File: config.mk
export PLATFORM = sky130hd
export DESIGN_NAME = pot_scan_seq
export DESIGN_NICKNAME = d
export VERILOG_FILES = /design/src/rtl/pot_scan_seq.sv
export SDC_FILE = /design/constraint.sdc
export NUM_CORES = 1
export LEC_CHECK = 0
export BUFFER_PORTS_ARGS = -buffer_cell sky130_fd_sc_hd__buf_2
export CORE_MARGIN = 3
export CORE_UTILIZATION = 45
export CTS_BUF_LIST = sky130_fd_sc_hd__clkbuf_2
export CTS_CLUSTER_SIZE = 14
export DETAILED_ROUTE_END_ITERATION = 16
export HOLD_SLACK_MARGIN = 0.05
export PLACE_DENSITY_LB_ADDON = 0.15
export SETUP_SLACK_MARGIN = 0.2
export SYNTH_ARGS = -nofsm -noshare
export SYNTH_HDL_FRONTEND = slang
export SYNTH_SLANG_ARGS = --single-unit
File: constraint.sdc
create_clock -name clk -period 9.15 [get_ports clk]
set_input_delay 1.3725 -clock clk [delete_from_list [all_inputs] [get_ports clk]]
set_output_delay 1.3725 -clock clk [all_outputs]
set_load 0.1 [all_outputs]
File: src/rtl/pot_scan_seq.sv
// rtl/pot_scan_seq.sv - round-robin slide-pot A2D scanner driving a 16-bit SPI master
// Optional macro POT_HYST_EN qualifies each stored result with a HYST-LSB deadband.
module pot_scan_seq #(
  parameter int          NUM_CH      = 6,
  parameter int          DATA_W      = 12,
  parameter logic [23:0] CH_MAP      = 24'o76543210,
  parameter int          SCAN_PERIOD = 65536,
  parameter int unsigned HYST        = 8
) (
  input  logic                     clk,
  input  logic                     rst,
  input  logic                     strt_cnv,
  input  logic                     cont_en,
  output logic                     wrt,
  output logic [15:0]              cmd,
  input  logic                     done,
  input  logic [15:0]              resp,
  output logic [NUM_CH*DATA_W-1:0] pot_vals,
  output logic [NUM_CH-1:0]        pot_vld,
  output logic                     scan_done,
  output logic                     busy
);

  localparam int CNT_W = (SCAN_PERIOD > 1) ? $clog2(SCAN_PERIOD) : 1;
`ifdef POT_HYST_EN
  localparam bit HYST_ON = 1'b1;
`else
  localparam bit HYST_ON = 1'b0;
`endif

  // STORE is the cycle in which the freshly written result is already visible.
  typedef enum logic [2:0] {IDLE, CMD1, WAIT1, GAP, CMD2, WAIT2, STORE} state_t;

  state_t                    state_q, state_d;
  logic [2:0]                idx_q, idx_d;
  logic [CNT_W-1:0]          cnt_q, cnt_d;
  logic                      wrt_q, wrt_d;
  logic [15:0]               cmd_q, cmd_d;
  logic [NUM_CH*DATA_W-1:0]  vals_q, vals_d;
  logic [NUM_CH-1:0]         vld_q, vld_d;
  logic                      scan_done_q, scan_done_d;
  logic                      busy_q, busy_d;

  logic                      tick;
  logic [DATA_W-1:0]         new_val, old_val;
  logic [DATA_W:0]           diff, abs_diff;
  logic                      store_ok;
  logic                      unused_resp;

  assign unused_resp = ^resp;

  always_comb begin
    tick  = cont_en && (cnt_q == CNT_W'(SCAN_PERIOD - 1));
    cnt_d = (!cont_en || tick) ? '0 : cnt_q + CNT_W'(1);

    new_val  = resp[DATA_W-1:0];
    old_val  = vals_q[idx_q*DATA_W +: DATA_W];
    diff     = {1'b0, new_val} - {1'b0, old_val};
    abs_diff = diff[DATA_W] ? -diff : diff;
    store_ok = !HYST_ON || !vld_q[idx_q] || (32'(abs_diff) >= HYST);

    state_d     = state_q;
    idx_d       = idx_q;
    cmd_d       = cmd_q;
    vals_d      = vals_q;
    vld_d       = vld_q;
    scan_done_d = 1'b0;

    case (state_q)
      IDLE: begin
        if (strt_cnv || tick) begin
          state_d = CMD1;
          idx_d   = 3'd0;
        end
      end
      CMD1:  state_d = WAIT1;
      WAIT1: if (done) state_d = GAP;
      GAP:   state_d = CMD2;
      CMD2:  state_d = WAIT2;
      WAIT2: begin
        if (done) begin
          state_d      = STORE;
          vld_d[idx_q] = 1'b1;
          if (store_ok) vals_d[idx_q*DATA_W +: DATA_W] = new_val;
          scan_done_d  = (idx_q == 3'(NUM_CH - 1));
        end
      end
      STORE: begin
        if (idx_q == 3'(NUM_CH - 1)) begin
          state_d = IDLE;
          idx_d   = 3'd0;
        end else begin
          state_d = CMD1;
          idx_d   = idx_q + 3'd1;
        end
      end
      default: state_d = IDLE;
    endcase

    // CMD1/CMD2 last exactly one cycle, so wrt can never repeat back to back.
    wrt_d  = (state_d == CMD1) || (state_d == CMD2);
    if (state_d == CMD1) cmd_d = {2'b00, CH_MAP[3*idx_d +: 3], 11'h000};
    busy_d = (state_d != IDLE);
  end

  always_ff @(posedge clk) begin
    if (rst) begin
      state_q     <= IDLE;
      idx_q       <= 3'd0;
      cnt_q       <= '0;
      wrt_q       <= 1'b0;
      cmd_q       <= 16'h0000;
      vals_q      <= '0;
      vld_q       <= '0;
      scan_done_q <= 1'b0;
      busy_q      <= 1'b0;
    end else begin
      state_q     <= state_d;
      idx_q       <= idx_d;
      cnt_q       <= cnt_d;
      wrt_q       <= wrt_d;
      cmd_q       <= cmd_d;
      vals_q      <= vals_d;
      vld_q       <= vld_d;
      scan_done_q <= scan_done_d;
      busy_q      <= busy_d;
    end
  end

  assign wrt       = wrt_q;
  assign cmd       = cmd_q;
  assign pot_vals  = vals_q;
  assign pot_vld   = vld_q;
  assign scan_done = scan_done_q;
  assign busy      = busy_q;

endmodule

==> flow_metrics.env <==
export IMPL_outcome="finished clean"
export IMPL_hold_ws_ns=0.489
export IMPL_synth_seq_cells=106
export IMPL_synthFlopType="dfxtp_1"
export IMPL_cts_setup_buffers=0
export IMPL_clk_pin_slew_ns=0.24
export IMPL_synth_simple_area_share_pct=24.0
export IMPL_grt_first_pass_wirelength_mm=26.1
export IMPL_clock_path_buffers=2
export IMPL_mostFrequentLayoutCells="dfxtp_1, buf_2, nor2_1"
export IMPL_drt_first_iter_violations=491
export IMPL_period_share_pct=51.9
export IMPL_antenna_found_initial=1
export IMPL_routedWlPerCell_um=17.4
export IMPL_p_per_area_mw_per_mm2=122
export IMPL_maxCapViolCount=0
export IMPL_start_kind="flip-flop"
export IMPL_rsz0062_at_grt="false"
export IMPL_die_x_um=121
export IMPL_synth_xor_area_share_pct=3.34
export IMPL_async_flop_share_pct=0
export IMPL_drtPass1Iterations=5
export IMPL_vias_per_cell=5.83
export IMPL_hold_violations=0
export IMPL_wl_mm=16.5
export IMPL_cts_buffers=9
export IMPL_antenna_left=0
export IMPL_cts_hold_buffers=0
export IMPL_hpwl_mm=11.9
export IMPL_cpMaxStageDelayCell="ha_1"
export IMPL_cts_sinks=106
export IMPL_place_area_mm2=0.00650
export IMPL_crit_path_frequent_cell="ha_1"
export IMPL_met2_usage_pct=34.3
export IMPL_ioPinCount=118
export IMPL_place_congestion=0.952
export IMPL_core_mm2=0.0128
export IMPL_min_path_type="reg -> reg"
export IMPL_drcViolationCount=0
export IMPL_fin_area_mm2=0.00664
export IMPL_ctsResizeCount=0
export IMPL_tightest_slew_ns=1.05
export IMPL_syn_inst=706
export IMPL_required_ns=9.65
export IMPL_layout_drive_gt1_share_pct=18.8
export IMPL_cp_arrival_ns=5.24
export IMPL_muxShareOfSynthArea_pct=10.4
export IMPL_worst_setup_path_type="reg -> reg"
export IMPL_clock_root_buffer="clkbuf_2"
export IMPL_vias=5541
export IMPL_final_common_cell="dfxtp_1"
export IMPL_ys_seq_area_share_pct=35.5
export IMPL_portBuffers=100
export IMPL_grt_overflow=0
export IMPL_clock_skew_ns=0.0135
export IMPL_slew_limit_headroom_pct=29.6
export IMPL_min_period_ns=4.74
export IMPL_layout_nets=808
export IMPL_cp_slowest_stage_delay_ns=0.73
export IMPL_synth_compound_area_share_pct=17.7
export IMPL_synth_distinct_cells=71
export IMPL_p_leak_nw=2.81
export IMPL_synthAdderAreaFrac_pct=2.63
export IMPL_finalSetupViolCount=0
export IMPL_ir_worst_vdd_mv=0.104
export IMPL_cts_tree="built"
export IMPL_cp_end_kind="flip-flop"
export IMPL_met3_usage_pct=5.92
export IMPL_grt_max_degree=87
export IMPL_grt_busiest_layer="met2"
export IMPL_htreeDepth=3
export IMPL_synth_top_family_by_area="simple AND/OR/NAND/NOR gates"
export IMPL_multi_input_area_mm2=0.00353
export IMPL_tns_ns=0
export IMPL_row_count=41
export IMPL_met1_usage_pct=29.2
export IMPL_fillers=1258
export IMPL_die_h_um=121
export IMPL_slew_violations=0
export IMPL_ff_latch_area_mm2=0.00212
export IMPL_grt_pass1_vias=5187
export IMPL_synth_edf_count=0
export IMPL_grtUsageTotal_pct=22.1
export IMPL_clock_latency_ns=0.60
export IMPL_yosys_warnings=0
export IMPL_syn_area_mm2=0.00599
export IMPL_avgSynthCellArea_um2=8.48
export IMPL_path_cells="buf_4 -> ha_1 -> fa_1 -> xor2_2 -> nor2_1 -> ha_1 -> inv_2 -> or3_1 -> a2111o_1 -> a221oi_1 -> a311oi_1"
export IMPL_crit_fanout=39
export IMPL_fmax_ghz=0.211
export IMPL_start_util_pct=46.7
export IMPL_dieArea_mm2=0.0147
export IMPL_syn2layout_area_growth_pct=10.9
[logic make-up after synthesis]
group,after synthesis
flops,106
xor+xnor,22
buf+inv,83
fa+ha+maj,12
mux,61
simple gates,268
other cells,1
compound gates,153
[stage by stage]
step           total power, W  worst slack (ns)  cells  util [%]
5_1_grt              0.000844              4.13    950      51.8
3_3_place_gp         0.000558              4.53    936      50.7
2_1_floorplan        0.000545              5.77    718         -
3_5_place_dp         0.000559              4.52    936      50.7
6_report             0.000809              4.41    950      51.8
4_1_cts              0.000818              4.49    949      51.8
[sequential cells by signal (all words and copies together) (netlist names)]
name and count:
scan_done 1, pot_vld 6, state_q 3, busy 1, pot_vals 72, wrt 1, idx_q 3, cmd 3
cnt_q 16
[layout make-up]
| type | count | area share, % |
|---|---|---|
| Tap cell | 172 | 3.24 |
| Timing Repair Buffer | 107 | 8.33 |
| Inverter | 22 | 1.24 |
| Antenna cell | 1 | 0.0377 |
| Sequential cell | 106 | 32.0 |
| Multi-Input combinational cell | 529 | 53.1 |
| Clock buffer | 9 | 0.678 |
| Clock inverter | 4 | 1.41 |
[where the power goes]
part | internal, W | switching (W)
Combinational | 0.0000171 | 0.0000648
Sequential | 0.000466 | 0.00000472
Clock | 0.000112 | 0.000144
Total | 0.000595 | 0.000214
[per-layer routing]
metal / vias to the layer above / routed length [um] / share of wire, %
met3: 46 / 1540 / 9.3
met4: 0 / 418 / 2.5
met1: 2595 / 7190 / 43
met5: - / 0 / 0
li1: 2646 / - / -
met2: 254 / 7400 / 45
[final timing paths]
path                      from            to  slack, ns  cells past startpoint
setup / recovery      idx_q[0]  pot_vals[70]       4.41                     11
hold / removal    pot_vals[66]  pot_vals[66]       0.49                      2
setup reg to reg      idx_q[0]  pot_vals[70]       4.41                     11
hold reg to reg   pot_vals[66]  pot_vals[66]       0.49                      2
[cells in the mapped netlist (3+ instances only)]
cell type	count	area, um2
nand3b_1	5	37.5
o21ai_0	30	150
nor3b_1	4	30.0
nand2b_1	36	225
a22o_1	4	35.0
xnor2_1	10	87.6
nor3_2	6	60.1
nor3_1	38	190
a211o_1	3	26.3
nor4_1	3	18.8
a21o_1	3	22.5
o21bai_1	7	52.6
buf_4	14	105
clkbuf_1	27	101
mux2_2	6	67.6
a21oi_1	43	215
o41ai_1	3	26.3
nand2_1	25	93.8
and3_1	13	81.3
a221oi_1	3	26.3
buf_2	15	75.1
nor2_1	63	236
ha_1	11	138
inv_1	21	78.8
a311oi_1	4	35.0
a31o_2	5	43.8
nor2b_1	13	81.3
a31oi_1	12	75.1
dfxtp_1	106	2120
buf_1	5	18.8
or4_1	4	30.0
mux2i_1	53	531
nand3_1	28	140
and2_1	4	25.0
o2111ai_1	5	43.8
o311a_1	4	40.0
xor2_1	11	96.3
or3_1	9	56.3
nand4_1	8	50.1
[worst max-delay path, delay by kind of cell, from the launching register on]
kind,cells,cell delay (ns)
adder cells (fa/ha/maj),3,1.60
buffers and inverters,2,0.63
XOR/XNOR,1,0.55
AO/OA/AOI/OAI,3,0.90
flip-flops,1,0.36
AND/OR/NAND/NOR,2,0.60
No activity file was read; power rests on OpenSTA's default activity.
